$ cat config.mk
export PLATFORM = sky130hd
export DESIGN_NAME = trail_gen
export DESIGN_NICKNAME = d
export VERILOG_FILES = /design/src/rtl/trail_gen.sv
export SDC_FILE = /design/constraint.sdc
export NUM_CORES = 2
export LEC_CHECK = 0
export ABC_CLOCK_PERIOD_IN_PS = 46700
export CAP_MARGIN = 5
export CORE_AREA = 2 2 375 377
export CTS_CLUSTER_DIAMETER = 30
export DETAILED_ROUTE_END_ITERATION = 8
export DIE_AREA = 0 0 377 379
export PLACE_DENSITY_LB_ADDON = 0.1
export RECOVER_POWER = 50
export SETUP_SLACK_MARGIN = 0.1
export SLEW_MARGIN = 20
export SYNTH_ARGS = -nofsm -noshare
export SYNTH_HDL_FRONTEND = slang
export SYNTH_SLANG_ARGS = --single-unit
export TNS_END_PERCENT = 100
$ cat constraint.sdc
create_clock -name clk -period 46.7 [get_ports clk]
set_input_delay 14.01 -clock clk [delete_from_list [all_inputs] [get_ports clk]]
set_output_delay 14.01 -clock clk [all_outputs]
set_load 0.05 [all_outputs]
$ cat src/rtl/trail_gen.sv
// trail_gen -- scrolling player trail generator.
//
// Keeps a ring of 41 trail entries. On every game tick that is not a pause,
// active entries move left by SCROLL_STEP and are retired when they would
// pass x=0. While playing, a new entry is emitted every EMIT_PERIOD ticks at
// (PLAYER_X, player_y) with full life. The oldest entry is overwritten once
// the ring wraps.
//
// Optional feature: define TRAIL_FADE_EN to make entries lose one life
// point every LIFE_DIV ticks. Without it, life stays 15 until scroll-off.
//
// Ports:
//   clk          clock, all logic on posedge
//   rst          synchronous active-high reset, overrides tick
//   tick         one-cycle game-frame enable
//   gamemode     00 idle (clear), 01 playing, 10 paused, 11 game over
//   player_y     current player y coordinate
//   trail_x      41 x 10-bit packed entry x (entry i at [i*10 +: 10])
//   trail_y      41 x 9-bit packed entry y
//   trail_life   41 x 4-bit packed entry life, 0 = inactive
//   active_count number of entries with nonzero life
module trail_gen #(
    parameter logic [9:0]  PLAYER_X    = 10'd100,
    parameter int unsigned SCROLL_STEP = 4,
    parameter int unsigned EMIT_PERIOD = 2,
    parameter int unsigned LIFE_DIV    = 3
) (
    input  logic         clk,
    input  logic         rst,
    input  logic         tick,
    input  logic [1:0]   gamemode,
    input  logic [8:0]   player_y,
    output logic [409:0] trail_x,
    output logic [368:0] trail_y,
    output logic [163:0] trail_life,
    output logic [5:0]   active_count
);

    localparam int unsigned N = 41;

    localparam logic [1:0] MODE_IDLE  = 2'b00;
    localparam logic [1:0] MODE_PLAY  = 2'b01;
    localparam logic [1:0] MODE_OVER  = 2'b11;

    localparam logic [9:0] STEP = 10'(SCROLL_STEP);

    if (SCROLL_STEP == 0 || EMIT_PERIOD == 0 || LIFE_DIV == 0) begin : g_bad_cfg
        $error("trail_gen: SCROLL_STEP, EMIT_PERIOD and LIFE_DIV must be nonzero");
    end

    logic [9:0]  x_q    [N];
    logic [9:0]  x_d    [N];
    logic [8:0]  y_q    [N];
    logic [8:0]  y_d    [N];
    logic [3:0]  life_q [N];
    logic [3:0]  life_d [N];
    logic [5:0]  wp_q, wp_d;
    logic [15:0] emit_q, emit_d;
    logic [5:0]  count_d;
    logic        emit_now;
`ifdef TRAIL_FADE_EN
    logic [15:0] div_q, div_d;
    logic        decay;
`endif

    always_comb begin
        wp_d     = wp_q;
        emit_d   = emit_q;
        emit_now = 1'b0;
`ifdef TRAIL_FADE_EN
        div_d    = div_q;
        decay    = 1'b0;
`endif
        for (int unsigned i = 0; i < N; i++) begin
            x_d[i]    = x_q[i];
            y_d[i]    = y_q[i];
            life_d[i] = life_q[i];
        end

        if (tick) begin
            case (gamemode)
                MODE_IDLE: begin
                    wp_d   = '0;
                    emit_d = '0;
`ifdef TRAIL_FADE_EN
                    div_d  = '0;
`endif
                    for (int unsigned i = 0; i < N; i++) begin
                        x_d[i]    = '0;
                        y_d[i]    = '0;
                        life_d[i] = '0;
                    end
                end
                MODE_PLAY, MODE_OVER: begin
`ifdef TRAIL_FADE_EN
                    decay = (div_q == 16'(LIFE_DIV - 1));
                    div_d = decay ? '0 : div_q + 16'd1;
`endif
                    if (gamemode == MODE_PLAY) begin
                        emit_now = (emit_q == '0);
                        emit_d   = (emit_q == 16'(EMIT_PERIOD - 1)) ? '0 : emit_q + 16'd1;
                        if (emit_now)
                            wp_d = (wp_q == 6'(N - 1)) ? '0 : wp_q + 6'd1;
                    end
                    for (int unsigned i = 0; i < N; i++) begin
                        // A fresh write wins over scroll/decay of the same slot,
                        // and replaces whatever lived there (oldest discarded).
                        if (emit_now && wp_q == 6'(i)) begin
                            x_d[i]    = PLAYER_X;
                            y_d[i]    = player_y;
                            life_d[i] = 4'd15;
                        end else if (life_q[i] != '0) begin
                            // Retire rather than wrap below x=0; x is left as-is.
                            if (x_q[i] < STEP) begin
                                life_d[i] = '0;
                            end else begin
                                x_d[i] = x_q[i] - STEP;
`ifdef TRAIL_FADE_EN
                                // life is nonzero here, so no underflow.
                                if (decay)
                                    life_d[i] = life_q[i] - 4'd1;
`endif
                            end
                        end
                    end
                end
                default: ; // paused: full freeze
            endcase
        end

        count_d = '0;
        for (int unsigned i = 0; i < N; i++) begin
            if (life_d[i] != '0)
                count_d = count_d + 6'd1;
        end
    end

    always_ff @(posedge clk) begin
        if (rst) begin
            wp_q         <= '0;
            emit_q       <= '0;
`ifdef TRAIL_FADE_EN
            div_q        <= '0;
`endif
            active_count <= '0;
            for (int unsigned i = 0; i < N; i++) begin
                x_q[i]    <= '0;
                y_q[i]    <= '0;
                life_q[i] <= '0;
            end
        end else begin
            wp_q         <= wp_d;
            emit_q       <= emit_d;
`ifdef TRAIL_FADE_EN
            div_q        <= div_d;
`endif
            active_count <= count_d;
            for (int unsigned i = 0; i < N; i++) begin
                x_q[i]    <= x_d[i];
                y_q[i]    <= y_d[i];
                life_q[i] <= life_d[i];
            end
        end
    end

    always_comb begin
        for (int unsigned i = 0; i < N; i++) begin
            trail_x[i*10 +: 10]   = x_q[i];
            trail_y[i*9 +: 9]     = y_q[i];
            trail_life[i*4 +: 4]  = life_q[i];
        end
    end

endmodule

==> results.json <==
{
  "cpPeakStageDelay_ns": 1.48,
  "setup_viol": 0,
  "cts_setup_buffers": 0,
  "fin_hold_ws_ns": 0.462,
  "clk_pin_slew_ns": 0.04,
  "min_period_ns": 42.47,
  "reg2reg_from": "emit_q[7]",
  "synth-seq-cells": 889,
  "status": "finished, violations left",
  "pre_cts_ws_ns": 5.33,
  "post-route-period-util_pct": 90.9,
  "tightest_slew_ns": 3.37,
  "drc": 0,
  "grt.total_usage_pct": 26.7,
  "synth_area_um2": 43600,
  "power_leakage_nw": 26.4,
  "cap_violations": 17,
  "vias_per_cell": 5.15,
  "cts_buffer_depth": 3,
  "final_nets": 6729,
  "cp.required_ns": 47.40,
  "cts-buffers-inserted": 239,
  "grt_pass1_vias": 41520,
  "grt_antenna_before_repair": 1,
  "io_pins": 963,
  "setup_ws_ns": 4.23,
  "power_mw": 2.92,
  "cts_resized": 0,
  "min_path_cells": 2,
  "cpMaxStageDelayCell": "clkbuf_1",
  "ir_drop_mv": 0.0361,
  "yosys_warnings": 0,
  "synth_cell_types": 105,
  "start_kind": "input port",
  "cpMostUsedCell": "ha_1",
  "crit_fanout": 39,
  "vias": 44530,
  "relSlewSlack_pct": -124,
  "synth_edf_count": 0,
  "grt_pass1_wl_um": 284000,
  "crit_end": "active_count[5]",
  "worstSetupEndpointType": "register",
  "first_iter_violations": 3253,
  "rsz0062_at_grt": "false",
  "core_um2": 139000,
  "cts.htree.levels": 4,
  "start_util_pct": 31.4,
  "dp_hpwl_um": 146000,
  "cts.sinks": 889,
  "grt_overflow": 0,
  "slew_viol_final": 659,
  "clockRootBuffer": "clkbuf_16",
  "r2r_slack_ns": 18.17,
  "cp-startpoint": "gamemode[0]",
  "drive_gt1_share_pct": 9.26,
  "cts_tree": "built",
  "port_buffers": 880,
  "area_growth_pct": 44.0,
  "finClkSkew_ns": 0.103,
  "antenna_left": 0,
  "timing.setup.tns_ns": 0,
  "path_class": "input port to register",
  "grt_max_degree": 163,
  "async_flop_share_pct": 0,
  "pwr_density_cell_nw_per_um2": 46.5,
  "drt_pass1_iterations": 5,
  "min_path_type": "register to register",
  "syn_area_per_cell_um2": 7.66,
  "die_x_um": 377,
  "hold_buffers": 0,
  "critPathArrivalTime_ns": 43.17,
  "r2r_end": "active_count[5]",
  "die_y_um": 379,
  "seq_area_frac_synth_pct": 40.8,
  "dieArea_um2": 143000,
  "wirelength_um": 199000,
  "gp_congestion": 0.902,
  "hold_viol": 0,
  "syn_inst": 5692,
  "fmax_mhz": 23.5,
  "r2r_cells": 134,
  "clk_latency_ns": 0.87,
  "violations": "capacitance limit, slew limit",
  "ys.flop_type": "dfxtp_1",
  "fp-row-count": 137,
  "post_drt_wl_per_cell_um": 23.1
}
-- power by group --
part	internal, mW	switching, mW	leakage [nW]
sequential	0.787	0.0296	7.21
combinational	0.103	0.266	15.0
clock	1.21	0.526	4.22
-- synthesized netlist by cell type (15+ instances only) --
library cell | instances | share of area, %
nand2b_1 | 28 | 0.40
o22ai_1 | 15 | 0.22
o21ai_1 | 48 | 0.55
clkbuf_1 | 249 | 2.1
or3_1 | 75 | 1.1
mux2i_1 | 30 | 0.69
xor2_1 | 113 | 2.3
o211ai_1 | 24 | 0.41
o21ai_0 | 100 | 1.1
nor4_1 | 81 | 1.2
nand4_1 | 37 | 0.53
a21oi_1 | 853 | 9.8
a31oi_1 | 49 | 0.70
inv_1 | 141 | 1.2
or4_1 | 51 | 0.88
a211oi_1 | 31 | 0.53
xnor2_1 | 176 | 3.5
nand2_1 | 607 | 5.2
o21a_1 | 27 | 0.46
nor2_1 | 1145 | 9.9
and3_1 | 24 | 0.34
buf_1 | 15 | 0.13
or3b_2 | 33 | 0.66
nor3_1 | 266 | 3.1
ha_1 | 88 | 2.5
nand3_1 | 100 | 1.1
dfxtp_1 | 889 | 41
nor3b_1 | 25 | 0.43
a22oi_1 | 16 | 0.28
buf_4 | 83 | 1.4
and2_1 | 41 | 0.59
-- area by class of cell --
cell class	count	area (um^2)
antenna	1	2.50
clock buffer	330	6860
clock inverter	120	1890
fill	13618	76000
inverter	142	533
multi-input combinational	4382	24000
sequential	889	17800
tap	1807	2260
timing repair buffer	973	9480
-- cells in the final DEF, fill, tap and decap left out, types with 100 or more instances in the layout --
master | synthesis | routed
a21oi_1 | 853 | 853
clkbuf_16 | 0 | 239
clkdlybuf4s50_1 | 0 | 160
dfxtp_1 | 889 | 889
dlygate4sd3_1 | 0 | 717
inv_1 | 141 | 142
nand2_1 | 607 | 601
nand3_1 | 100 | 100
nor2_1 | 1145 | 1143
nor3_1 | 266 | 263
xnor2_1 | 176 | 176
xor2_1 | 113 | 113
-- cell families (layout without fill, tap and decap cells) --
logic type	count (synthesis)	in the layout	synth area share, %
other cells	1	83	0.00860
fa+ha+maj	89	89	2.55
mux	36	36	0.843
buf+inv	502	1565	5.11
xor+xnor	326	326	7.73
flops	889	889	40.8
compound gates	1260	1260	16.1
simple gates	2589	2589	26.9
-- worst min path at each step --
| stage | start | to | slack (ns) |
|---|---|---|---|
| 6_report | life_q[0][42] | life_q[0][42] | 0.46 |
| 5_1_grt | life_q[0][157] | life_q[0][157] | 0.48 |
| 4_1_cts | life_q[0][42] | life_q[0][42] | 0.47 |
| 3_5_place_dp | life_q[0][42] | life_q[0][42] | 0.46 |
| 3_3_place_gp | life_q[0][150] | life_q[0][150] | 0.45 |
| 2_1_floorplan | emit_q[6] | emit_q[6] | 0.49 |
-- metrics by stage --
stage | instances | area (um^2) | util [%]
final | 8644 | 62800 | 45.2
after global routing | 8643 | 62800 | 45.2
after CTS | 8643 | 62900 | 45.3
after detailed placement | 8193 | 54100 | 39.0
after global placement | 8193 | 54100 | 39.0
after floorplan | 5773 | 43900 | -
-- flip-flops by register name (all words and copies together) (netlist names) --
register / count
x_q: 328
life_q: 164
active_count: 6
emit_q: 16
wp_q: 6
y_q: 369
-- worst max-delay path, delay by kind of cell --
family / cells / cell delay (ns)
mux: 10 / 2.19
buf+inv: 11 / 2.81
simple gates: 40 / 6.30
xor+xnor: 2 / 0.49
fa+ha+maj: 37 / 11.35
compound gates: 33 / 5.90
-- layer usage --
layer	share of wire [%]	wire length [um]	track usage, %
met4	4.4	8870	11.6
met5	0	0	0
met3	7.5	15000	7.78
met1	42	83300	32.5
met2	46	92200	43.5
Power figures use the tool's default switching activity.
